### src/rtl/alu_issue_ctrl.sv
// Issue controller for a combinational ALU: accepts decode requests, holds ALU inputs for
// EXEC_CYCLES cycles, captures result/zero and returns them. Optional: `ALU_ISSUE_ILLEGAL_CHK_EN.
module alu_issue_ctrl #(
    parameter int DATA_W      = 32,
    parameter int EXEC_CYCLES = 1
) (
    input  logic              clk_i,
    input  logic              rst_i,
    input  logic              req_valid_i,
    output logic              req_ready_o,
    input  logic [1:0]        aluop_i,
    input  logic [5:0]        funct_i,
    input  logic [DATA_W-1:0] rs_data_i,
    input  logic [DATA_W-1:0] rt_data_i,
    output logic [DATA_W-1:0] alu_src1_o,
    output logic [DATA_W-1:0] alu_src2_o,
    output logic [3:0]        alu_ctrl_o,
    input  logic [DATA_W-1:0] alu_result_i,
    input  logic              alu_zero_i,
    output logic              rsp_valid_o,
    input  logic              rsp_ready_i,
    output logic [DATA_W-1:0] rsp_result_o,
    output logic              rsp_zero_o,
`ifdef ALU_ISSUE_ILLEGAL_CHK_EN
    output logic              rsp_illegal_o,
`endif
    output logic [3:0]        rsp_ctrl_o
);

    // state   | meaning
    // IDLE    | waiting for a request, req_ready_o high
    // EXEC    | ALU inputs held, counter running down
    // RESP    | captured response offered to writeback
    typedef enum logic [1:0] {
        ST_IDLE = 2'd0,
        ST_EXEC = 2'd1,
        ST_RESP = 2'd2
    } state_t;

    localparam logic [3:0] CNT_LOAD = 4'(EXEC_CYCLES - 1);
    localparam logic [3:0] CTRL_AND = 4'b0000;
    localparam logic [3:0] CTRL_OR  = 4'b0001;
    localparam logic [3:0] CTRL_ADD = 4'b0010;
    localparam logic [3:0] CTRL_SUB = 4'b0110;
    localparam logic [3:0] CTRL_SLT = 4'b0111;
    localparam logic [3:0] CTRL_ILL = 4'b1111;

    state_t     state;
    state_t     state_nxt;
    logic [3:0] cnt;
    logic [3:0] cnt_nxt;
    logic       load;
    logic       capture;
    logic [3:0] dec_ctrl;

    function automatic logic [3:0] decode(input logic [1:0] aluop, input logic [5:0] funct);
        logic [3:0] code;
        case (aluop)
            2'b00:   code = CTRL_ADD;
            2'b01:   code = CTRL_SUB;
            2'b11:   code = CTRL_SLT;
            default: begin
                case (funct)
                    6'b100000: code = CTRL_ADD;
                    6'b100010: code = CTRL_SUB;
                    6'b100100: code = CTRL_AND;
                    6'b100101: code = CTRL_OR;
                    6'b101010: code = CTRL_SLT;
                    default:   code = CTRL_ILL;
                endcase
            end
        endcase
        return code;
    endfunction

    assign dec_ctrl = decode(aluop_i, funct_i);

    always_ff @(posedge clk_i or negedge rst_i) begin
        if (!rst_i) begin
            state <= ST_IDLE;
            cnt   <= 4'd0;
        end else begin
            state <= state_nxt;
            cnt   <= cnt_nxt;
        end
    end

    // Ready is gated with reset so nothing can look accepted while reset is held.
    always_comb begin
        state_nxt   = state;
        cnt_nxt     = cnt;
        req_ready_o = 1'b0;
        rsp_valid_o = 1'b0;
        load        = 1'b0;
        capture     = 1'b0;
        case (state)
            ST_IDLE: begin
                req_ready_o = rst_i;
                if (req_valid_i) begin
                    load      = 1'b1;
                    cnt_nxt   = CNT_LOAD;
                    state_nxt = ST_EXEC;
                end
            end
            ST_EXEC: begin
                if (cnt == 4'd0) begin
                    capture   = 1'b1;
                    state_nxt = ST_RESP;
                end else begin
                    cnt_nxt = cnt - 4'd1;
                end
            end
            ST_RESP: begin
                rsp_valid_o = 1'b1;
                req_ready_o = rsp_ready_i & rst_i;
                if (rsp_ready_i) begin
                    if (req_valid_i) begin
                        load      = 1'b1;
                        cnt_nxt   = CNT_LOAD;
                        state_nxt = ST_EXEC;
                    end else begin
                        state_nxt = ST_IDLE;
                    end
                end
            end
            default: state_nxt = ST_IDLE;
        endcase
    end

    // ALU inputs are only written on accept, so they stay put through EXEC and after.
    always_ff @(posedge clk_i or negedge rst_i) begin
        if (!rst_i) begin
            alu_src1_o <= '0;
            alu_src2_o <= '0;
            alu_ctrl_o <= 4'd0;
        end else if (load) begin
            alu_src1_o <= rs_data_i;
            alu_src2_o <= rt_data_i;
            alu_ctrl_o <= dec_ctrl;
        end
    end

    always_ff @(posedge clk_i or negedge rst_i) begin
        if (!rst_i) begin
            rsp_result_o  <= '0;
            rsp_zero_o    <= 1'b0;
            rsp_ctrl_o    <= 4'd0;
`ifdef ALU_ISSUE_ILLEGAL_CHK_EN
            rsp_illegal_o <= 1'b0;
`endif
        end else if (capture) begin
            rsp_ctrl_o <= alu_ctrl_o;
`ifdef ALU_ISSUE_ILLEGAL_CHK_EN
            if (alu_ctrl_o == CTRL_ILL) begin
                rsp_result_o  <= '0;
                rsp_zero_o    <= 1'b1;
                rsp_illegal_o <= 1'b1;
            end else begin
                rsp_result_o  <= alu_result_i;
                rsp_zero_o    <= alu_zero_i;
                rsp_illegal_o <= 1'b0;
            end
`else
            rsp_result_o <= alu_result_i;
            rsp_zero_o   <= alu_zero_i;
`endif
        end
    end

endmodule

### config.mk
export PLATFORM = sky130hd
export DESIGN_NAME = alu_issue_ctrl
export DESIGN_NICKNAME = d
export VERILOG_FILES = /design/src/rtl/alu_issue_ctrl.sv
export SDC_FILE = /design/constraint.sdc
export NUM_CORES = 1
export LEC_CHECK = 0
export BUFFER_PORTS_ARGS = -buffer_cell sky130_fd_sc_hd__buf_4
export CAP_MARGIN = 20
export CORE_AREA = 4 4 138 140
export CTS_CLUSTER_DIAMETER = 60
export DETAILED_ROUTE_END_ITERATION = 8
export DIE_AREA = 0 0 142 144
export GPL_TIMING_DRIVEN = 0
export PLACE_DENSITY_LB_ADDON = 0.2
export SKIP_CTS_REPAIR_TIMING = 1
export SLEW_MARGIN = 20
export SYNTH_ARGS = -nofsm -noshare
export SYNTH_HDL_FRONTEND = slang
export SYNTH_SLANG_ARGS = --single-unit
### constraint.sdc
create_clock -name clk_i -period 2.82 [get_ports clk_i]
set_input_delay 0.282 -clock clk_i [delete_from_list [all_inputs] [get_ports clk_i]]
set_output_delay 0.282 -clock clk_i [all_outputs]
set_load 0.01 [all_outputs]
==> flow_summary_export.csv <==
group,metric,value,unit
run_status,status,"finished, final reports clean",
timing,worst_hold_slack,0.154,ns
power,swShare,31.0,%
detailed_routing,first_pass_iters,3,
power,pwr-share-seq,37.3,%
timing,layout_min_cycle_time,2.29,ns
logic_synthesis,synth_cell_types,31,
logic_synthesis,synth_top_family_by_area,"multiplexers",
logic_synthesis,avgSynthCellArea,16.3,sq um
clocking,path_clk_slew,0.07,ns
detailed_routing,wl,11300,microns
clocking,clockBufferDepth,2,
grt,grt_use_met2,19.2,%
grt,grt_max_degree,71,
die,fp.coreArea,17800,sq um
die,die_area,20400,sq um
flow_run,max_cap_violations,0,
hold_path,worstHoldPathType,"input port to flop",
die,fp.dieW,142,microns
clocking,insertion_delay,0.34,ns
timing,worst_pin_slew,0.412,ns
placed_design,routabilityCongestion,0.749,
logic_synthesis,synth_cells,271,
layout,register_area,2780,sq um
worst_setup_path,start_kind,"input port",
power,internal-power,5.23,mW
layout,drive_gt1_share,69.4,%
layout,diodes,0,
logic_synthesis,synth_compound_gate_area_share,2.10,%
clocking,cts_made_buffers,9,
logic_synthesis,synth_xor_area_share,0,%
grt,grt_antenna_before_repair,0,
layout,fill_cells,1707,
grt,use_met1,12.5,%
timing,fmax,0.436,GHz
worst_setup_path,end_kind,"primary output",
logic_synthesis,synth_top_area_share,63.0,%
placed_design,portBuffers,215,
power,power_density,1140,nW/um^2
grt,grt_busiest_layer,"met2",
placed_design,dpl.hpwl,8680,microns
power,p_leak,3.18,nW
grt,grt_util_all_layers,10.9,%
timing,slew_viol_final,0,
worst_setup_path,crit_fanout,70,
grt,grt-ovfl-total,0,
hold_path,min_path_cells,2,
logic_synthesis,yosys-top-cells-count,"dfrtp_1 (111), mux2_2 (81), mux2_4 (22)",
grt,grt_pass1_vias,3384,
detailed_routing,route.detailed.drc,0,
detailed_routing,detail_route.vias_per_cell,4.13,
die,start_util,24.7,%
logic_synthesis,synthTopCellsByArea,"dfrtp_1 (63%), mux2_2 (21%), mux2_4 (7.5%)",
power,p_sw,2.35,mW
logic_synthesis,synthSimpleGateAreaFrac,3.63,%
worst_setup_path,crit_type,"input port to primary output",
clocking,cts.sink_count,111,
logic_synthesis,synth_fa_ha_area_share,0.284,%
timing,setup_viol,0,
logic_synthesis,mappedNetlistArea,4410,sq um
timing,fin_ws,0.528,ns
timing,final.setup.tns,0,ns
grt,grt_use_met3,2.94,%
logic_synthesis,synthFlopType,"dfrtp_1",
die,die_y,144,microns
detailed_routing,wl_per_cell,15.5,microns
logic_synthesis,synthArstFlopShare,100,%
timing,fin_worst_skew,0.0100,ns
placed_design,place_worst_setup_slack,0.962,ns
clocking,cts.htree.levels,3,
timing,rsz0062_at_grt,"false",
grt,grt_pass1_wl,17500,microns
detailed_routing,drt_first_iter_violations,34,
detailed_routing,final_antenna_net_count,0,
logic_synthesis,synth-edff-count,0,
layout,nets,609,
worst_setup_path,reg2reg_depth,7,
worst_setup_path,crit_arrival,2.01,ns
clocking,cts_tree,"built",
detailed_routing,vias,3026,
logic_synthesis,ys_seq_elements,111,
timing,hold_viol_final,0,
clocking,clock-root-buffer,"clkbuf_16",
power,ir_drop,426,uV
logic_synthesis,synthMuxAreaShare,28.4,%
logic_synthesis,synth_nets,381,
worst_setup_path,critPathRequiredTime,2.54,ns
logic_synthesis,synth_top_cell_by_area,"dfrtp_1",
logic_synthesis,synth_warnings,0,
timing,max-slew-margin-rel,72.6,%
power,comb_power_share,44.9,%
logic_synthesis,synth.most_common_cell,"dfrtp_1",
power,clkPwrFrac,17.8,%
layout,area_growth,51.1,%
logic_synthesis,seq_area_frac_synth,63.0,%
timing,fin_crit_sh,81.3,%
die,rows,49,
layout,multiInputGateArea,1520,sq um
die,ioPinCount,216,
==> state kept, by name (all words and copies together), names as in the netlist <==
signal,flops
alu_src1_o,32
cnt,4
alu_src2_o,32
state,2
rsp_result_o,32
rsp_ctrl_o,4
alu_ctrl_o,4
rsp_zero_o,1
==> per-stage QoR <==
step                power (mW)  utilization (%)  instances  cell area, sq um
finish                    7.58             37.4        732              6670
floorplan                 4.62                -        271              4410
global placement          6.25             35.4        715              6310
detailed placement        6.35             35.6        716              6340
global route              8.08             37.4        732              6670
CTS                       7.75             37.3        731              6660
==> metal layers <==
layer | wire [microns] | up-vias
met5 | 0 | -
met4 | 210 | 0
met3 | 773 | 14
met2 | 6020 | 109
met1 | 4340 | 1495
li1 | - | 1408
==> critical path: stages <==
cell           delay, ns
dlygate4sd3_1       0.55
buf_6               0.36
buf_16              0.35
nor3b_1             0.24
buf_4               0.16
==> worst paths after layout <==
| path | from | to | slack [ns] |
|---|---|---|---|
| setup / recovery | rst_i | req_ready_o | 0.53 |
| hold / removal | rsp_ready_i | state[1] | 0.15 |
| min in group asynchronous | rst_i | alu_src1_o[12] | 0.42 |
| hold reg to reg | alu_src2_o[28] | alu_src2_o[28] | 0.51 |
| setup reg to reg | cnt[0] | rsp_result_o[14] | 0.98 |
| max in group asynchronous | rst_i | state[0] | 1.70 |
==> cell usage in the layout, fill, tap and decap left out, drive strengths merged, types with 2 or more instances in the layout <==
cell type and n:
buf 228, dfrtp 111, mux2 103, clkbuf 10
nand2b 6, inv 6, o21ai 5, nor2b 4
nor3 3, a2bb2oi 2, bufinv 2, clkinvlp 2
nor3b 2, nor2 2, nand2 2
==> layout make-up <==
type | instances | share of cell area [%]
clock buffer | 10 | 3.43
sequential | 111 | 41.7
clock inverter | 5 | 1.26
inverter | 6 | 0.338
tap | 229 | 4.30
buffer | 12 | 1.41
timing repair buffer | 217 | 24.8
multi-input combinational | 142 | 22.8
==> power groups by stage <==
stage / clock network [mW] / registers (mW) / logic (mW)
after CTS: 1.42 / 2.84 / 3.49
after global placement: 0 / 2.82 / 3.43
final: 1.35 / 2.82 / 3.40
after detailed placement: 0 / 2.85 / 3.49
after global routing: 1.47 / 2.94 / 3.67
after floorplan: 0 / 3.17 / 1.45
==> cells by family after synthesis <==
group | Yosys count
AO/OA/AOI/OAI | 14
multiplexers | 104
buffers and inverters | 18
adder cells (fa/ha/maj) | 1
flip-flops | 111
AND/OR/NAND/NOR | 23
No activity file was read; power rests on OpenSTA's default activity.
